===== src/rtl/alu_arbiter.sv =====
// Two-requester round-robin front end for one shared combinational ALU.
// Each accepted operation runs IDLE -> EXEC -> RESP with a registered response.
module alu_arbiter (
    input  logic       clk,
    input  logic       rst,
    input  logic       req0_valid,
    input  logic       req1_valid,
    output logic       req0_ready,
    output logic       req1_ready,
    input  logic [7:0] req0_a,
    input  logic [7:0] req0_b,
    input  logic [7:0] req1_a,
    input  logic [7:0] req1_b,
    input  logic       req0_ci,
    input  logic       req1_ci,
    input  logic [2:0] req0_func,
    input  logic [2:0] req1_func,
    output logic [7:0] alu_inputA,
    output logic [7:0] alu_inputB,
    output logic       alu_carryIn,
    output logic [2:0] alu_func,
    input  logic [7:0] alu_result,
    input  logic       alu_carryOut,
    input  logic       alu_zero,
    input  logic       alu_negetive,
    output logic       resp_valid,
    input  logic       resp_ready,
    output logic       resp_id,
    output logic [7:0] resp_result,
    output logic       resp_co,
    output logic       resp_z,
    output logic       resp_n
);

    typedef enum logic [1:0] {IDLE, EXEC, RESP} state_t;

    state_t     state;
    state_t     next_state;
    logic       last_grant;
    logic       grant;
    logic       accept;
    logic [7:0] op_a;
    logic [7:0] op_b;
    logic       op_ci;
    logic [2:0] op_func;
    logic       op_id;
    logic [7:0] res_result;
    logic       res_co;
    logic       res_z;
    logic       res_n;

    always_ff @(posedge clk or posedge rst) begin
        if (rst) state <= IDLE;
        else     state <= next_state;
    end

    always_comb begin
        next_state = state;
        unique case (state)
            IDLE:    if (req0_valid || req1_valid) next_state = EXEC;
            EXEC:    next_state = RESP;
            RESP:    if (resp_ready) next_state = IDLE;
            default: next_state = IDLE;
        endcase
    end

    // Ready is gated by rst so nothing looks accepted while reset is held.
    always_comb begin
        accept = 1'b0;
        grant  = 1'b0;
        if (state == IDLE && !rst) begin
            accept = req0_valid || req1_valid;
            grant  = (req0_valid && req1_valid) ? ~last_grant : req1_valid;
        end
    end

    assign req0_ready  = accept & ~grant;
    assign req1_ready  = accept & grant;
    assign resp_valid  = (state == RESP);

    always_ff @(posedge clk or posedge rst) begin
        if (rst) begin
            last_grant <= 1'b1;
            op_id      <= 1'b0;
            op_a       <= '0;
            op_b       <= '0;
            op_ci      <= 1'b0;
            op_func    <= '0;
            res_result <= '0;
            res_co     <= 1'b0;
            res_z      <= 1'b0;
            res_n      <= 1'b0;
        end else begin
            if (accept) begin
                last_grant <= grant;
                op_id      <= grant;
                op_a       <= grant ? req1_a    : req0_a;
                op_b       <= grant ? req1_b    : req0_b;
                op_ci      <= grant ? req1_ci   : req0_ci;
                op_func    <= grant ? req1_func : req0_func;
            end
            if (state == EXEC) begin
                res_result <= alu_result;
                res_co     <= alu_carryOut;
                res_z      <= alu_zero;
                res_n      <= alu_negetive;
            end
        end
    end

    assign alu_inputA  = op_a;
    assign alu_inputB  = op_b;
    assign alu_carryIn = op_ci;
    assign alu_func    = op_func;
    assign resp_id     = op_id;
    assign resp_result = res_result;
    assign resp_co     = res_co;
    assign resp_z      = res_z;
    assign resp_n      = res_n;

endmodule

===== config.mk =====
export PLATFORM = sky130hd
export DESIGN_NAME = alu_arbiter
export DESIGN_NICKNAME = d
export VERILOG_FILES = /design/src/rtl/alu_arbiter.sv
export SDC_FILE = /design/constraint.sdc
export NUM_CORES = 1
export LEC_CHECK = 0
export CAP_MARGIN = 20
export CELL_PAD_IN_SITES_DETAIL_PLACEMENT = 0
export CELL_PAD_IN_SITES_GLOBAL_PLACEMENT = 1
export CORE_ASPECT_RATIO = 0.75
export CORE_UTILIZATION = 27
export CTS_CLUSTER_DIAMETER = 50
export DETAILED_ROUTE_END_ITERATION = 8
export PLACE_DENSITY_LB_ADDON = 0.1
export SYNTH_ARGS = -nofsm -noshare
export SYNTH_HDL_FRONTEND = slang
export SYNTH_SLANG_ARGS = --single-unit

===== constraint.sdc =====
create_clock -name clk -period 1.87 [get_ports clk]
set_clock_uncertainty 0.1 [all_clocks]
set_input_delay 0.2805 -clock clk [delete_from_list [all_inputs] [get_ports clk]]
set_output_delay 0.2805 -clock clk [all_outputs]
set_load 0.005 [all_outputs]

==> results.toml <==
[layout]
nets = 268
drive_gt1_share_pct = 17.4
nFillCells = 505
n_antenna_cell = 0
final_cell_area_um2 = 2640
areaGrowthSynthToFinish_pct = 75.1

[place]
dp_hpwl_um = 3230
placed_cell_area_um2 = 2530
place_congestion = 0.699
dpl_worst_slack_ns = -0.220
port_buffers = 90

[clock_tree]
clk_latency_ns = 0.28
cts_made_buffers = 5
clkTransAtPathRegs_ns = 0.07
cts_root_buffer = "clkbuf_8"
cts_tree = "built"
htreeDepth = 2
clock_sinks = 35
clockBufferDepth = 2

[critical_path]
critPathLaunchType = "primary input"
rr_endpoint = "alu_inputB[2]"
critical_path.startpoint = "rst"
timing.rr.start = "state[1]"
arrival_ns = 1.82
endpoint_kind = "flop"
critical_path_class = "in -> reg"
rrSetupSlack_ns = 0.12
cp_max_fo = 20
reg2reg_depth = 4
required_ns = 1.93

[power_and_ir_drop]
pwr-share-clk_pct = 16.0
switchingPower_w = 0.00103
seq_power_share_pct = 35.7
p_comb_share_pct = 48.3
pwr_density_cell_nw_per_um2 = 1410
ir_worst_vdd_v = 0.000462
p_leak_nw = 1.12
power.share.switching_pct = 27.7
internal-power_w = 0.00269

[floorplan]
io_pins = 91
die_x_um = 88.2
rows = 23
fp.dieArea_um2 = 5880
start_util_pct = 28.1
core_um2 = 5350
die_y_um = 66.7

[timing]
finalSetupViolCount = 0
rsz0062_at_grt = "false"
timing.final.hold_violations = 0
period_share_pct = 94.3
fmax_ghz = 0.567
slew_viol_final = 0
setup_ws_ns = 0.107
fin_crit_ns = 1.76
tightest_slew_ns = 0.264
max_slew_margin_pct = 82.4

[synth]
synth.distinct_cells = 18
ys_top_cells_by_count = "34 x dfrtp_1, 20 x a221o_1, 20 x o21a_1, 11 x mux2_2, 6 x buf_2"
syn_inst = 112
yosys-top-cells-area = "dfrtp_1 57%, a221o_1 13%, o21a_1 10%, mux2_2 8.2%, buf_2 2.0%"
synth-edff-count = 0
synthArstFlopShare_pct = 100
ys_ff_latch = 35
yosysSeqAreaShare_pct = 58.3
synth_top_cell_by_area = "dfrtp_1"
avgSynthCellArea_um2 = 13.4
synth.top_cell.area_share_pct = 56.5
yosysMostFrequentCell = "dfrtp_1"
ys_warn_count = 0
synth.cell_area_um2 = 1510
synth_top_flop_cell = "dfrtp_1"
syn-num-nets = 168

[min_path]
hold_class = "reg -> reg"
hold_path_depth = 1
min_from = "resp_id"
whs_endpoint = "resp_id"

[drt]
drt_iter0_markers = 47
viasPerCell = 4.65
wl_met3_um = 280
vias = 1340
wirelength_met1_um = 1890
ant_nets = 0
wl_met2_um = 2190
dr.pass1.iters = 4
top_layer = "met4"
drt-wirelength-per-cell_um = 15.3
drc_errors = 0
routed_wl_um = 4400

[grt]
antenna_found_initial = 0
grt_overflow = 0
grt_usage_pct = 16.0
grt_start_max_net_pins = 23
grt_pass1_vias = 1440
grt_first_pass_wirelength_um = 7040

[job]
maxCapViolations = 0

[outcome]
status = "finished, final reports clean"
## worst max-delay path: stages
cell             delay [ns]
clkdlybuf4s50_1        0.44
buf_4                  0.15
or3_4                  0.45
o21a_1                 0.23
a221o_1                0.27
## worst max-delay path by stage
| stage | endpoint | slack, ns | cells after the start |
|---|---|---|---|
| 2_1_floorplan | alu_func[0] | 0.31 | 4 |
| 3_3_place_gp | req0_ready | -0.26 | 5 |
| 3_5_place_dp | req0_ready | -0.22 | 5 |
| 4_1_cts | req0_ready | 0.01 | 5 |
| 5_1_grt | req1_ready | 0.03 | 5 |
| 6_report | alu_inputB[2] | 0.11 | 5 |
## stage by stage
stage	setup TNS [ns]	utilization (%)	power [W]	std cells	hold WS [ns]
after floorplan	0	-	0.00213	112	0.288
after global placement	-3.18	47.3	0.00309	279	0.369
after detailed placement	-3.38	47.3	0.00314	279	0.370
after CTS	0	49.5	0.00379	288	0.387
after global routing	0	49.3	0.00398	288	0.415
final	0	49.3	0.00372	288	0.383
## cell type report
| class | instances | area (µm²) | share of cell area [%] |
|---|---|---|---|
| Inverter | 2 | 7.51 | 0.285 |
| Multi-Input combinational cell | 65 | 571 | 21.6 |
| Clock buffer | 8 | 100 | 3.80 |
| Tap cell | 75 | 93.8 | 3.56 |
| Timing Repair Buffer | 103 | 987 | 37.4 |
| Sequential cell | 35 | 877 | 33.3 |
## what timing repair did
| item | in CTS | in global routing |
|---|---|---|
| buffers inserted | 1 | 0 |
| hold endpoints to repair | 0 | 0 |
| setup endpoints to repair | 3 | 2 |
| hold buffers | 0 | 0 |
| resized for setup | 9 | 2 |
| pin swaps | 0 | 0 |
## routing by layer
layer | vias to the layer above | track usage (%)
met5 | - | 0
met4 | 0 | 5.44
met3 | 5 | 5.08
met2 | 47 | 26.6
met1 | 662 | 19.6
li1 | 626 | -
## placed cells by master (no fill, tap or decap), drive strengths merged, types with 2 or more instances in the layout
master,instances
a21o,2
o21ai,2
and3,2
a221o,20
buf,15
clkbuf,8
dfrtp,34
inv,2
mux2,11
nor3,2
clkdlybuf4s50,87
nand2b,2
o21a,20
## power groups by stage
stage / Sequential (W) / Clock [W] / Combinational (W)
finish: 0.00133 / 0.000597 / 0.00180
global route: 0.00137 / 0.000659 / 0.00195
CTS: 0.00133 / 0.000627 / 0.00183
detailed placement: 0.00133 / 0 / 0.00181
global placement: 0.00132 / 0 / 0.00177
floorplan: 0.00136 / 0 / 0.000764
## cells by family after synthesis
logic type / synth area share, %
simple gates: 4.07
mux: 8.23
flops: 58.3
compound gates: 24.9
buf+inv: 4.49
## sequential cells by signal, summed over array words and instances, names as in the netlist
| signal | cells |
|---|---|
| alu_inputB | 8 |
| resp_id | 1 |
| last_grant | 1 |
| alu_carryIn | 1 |
| resp_z | 1 |
| alu_inputA | 8 |
| resp_co | 1 |
| resp_result | 8 |
| alu_func | 3 |
| resp_n | 1 |
| state | 2 |
Power figures use the tool's default switching activity.
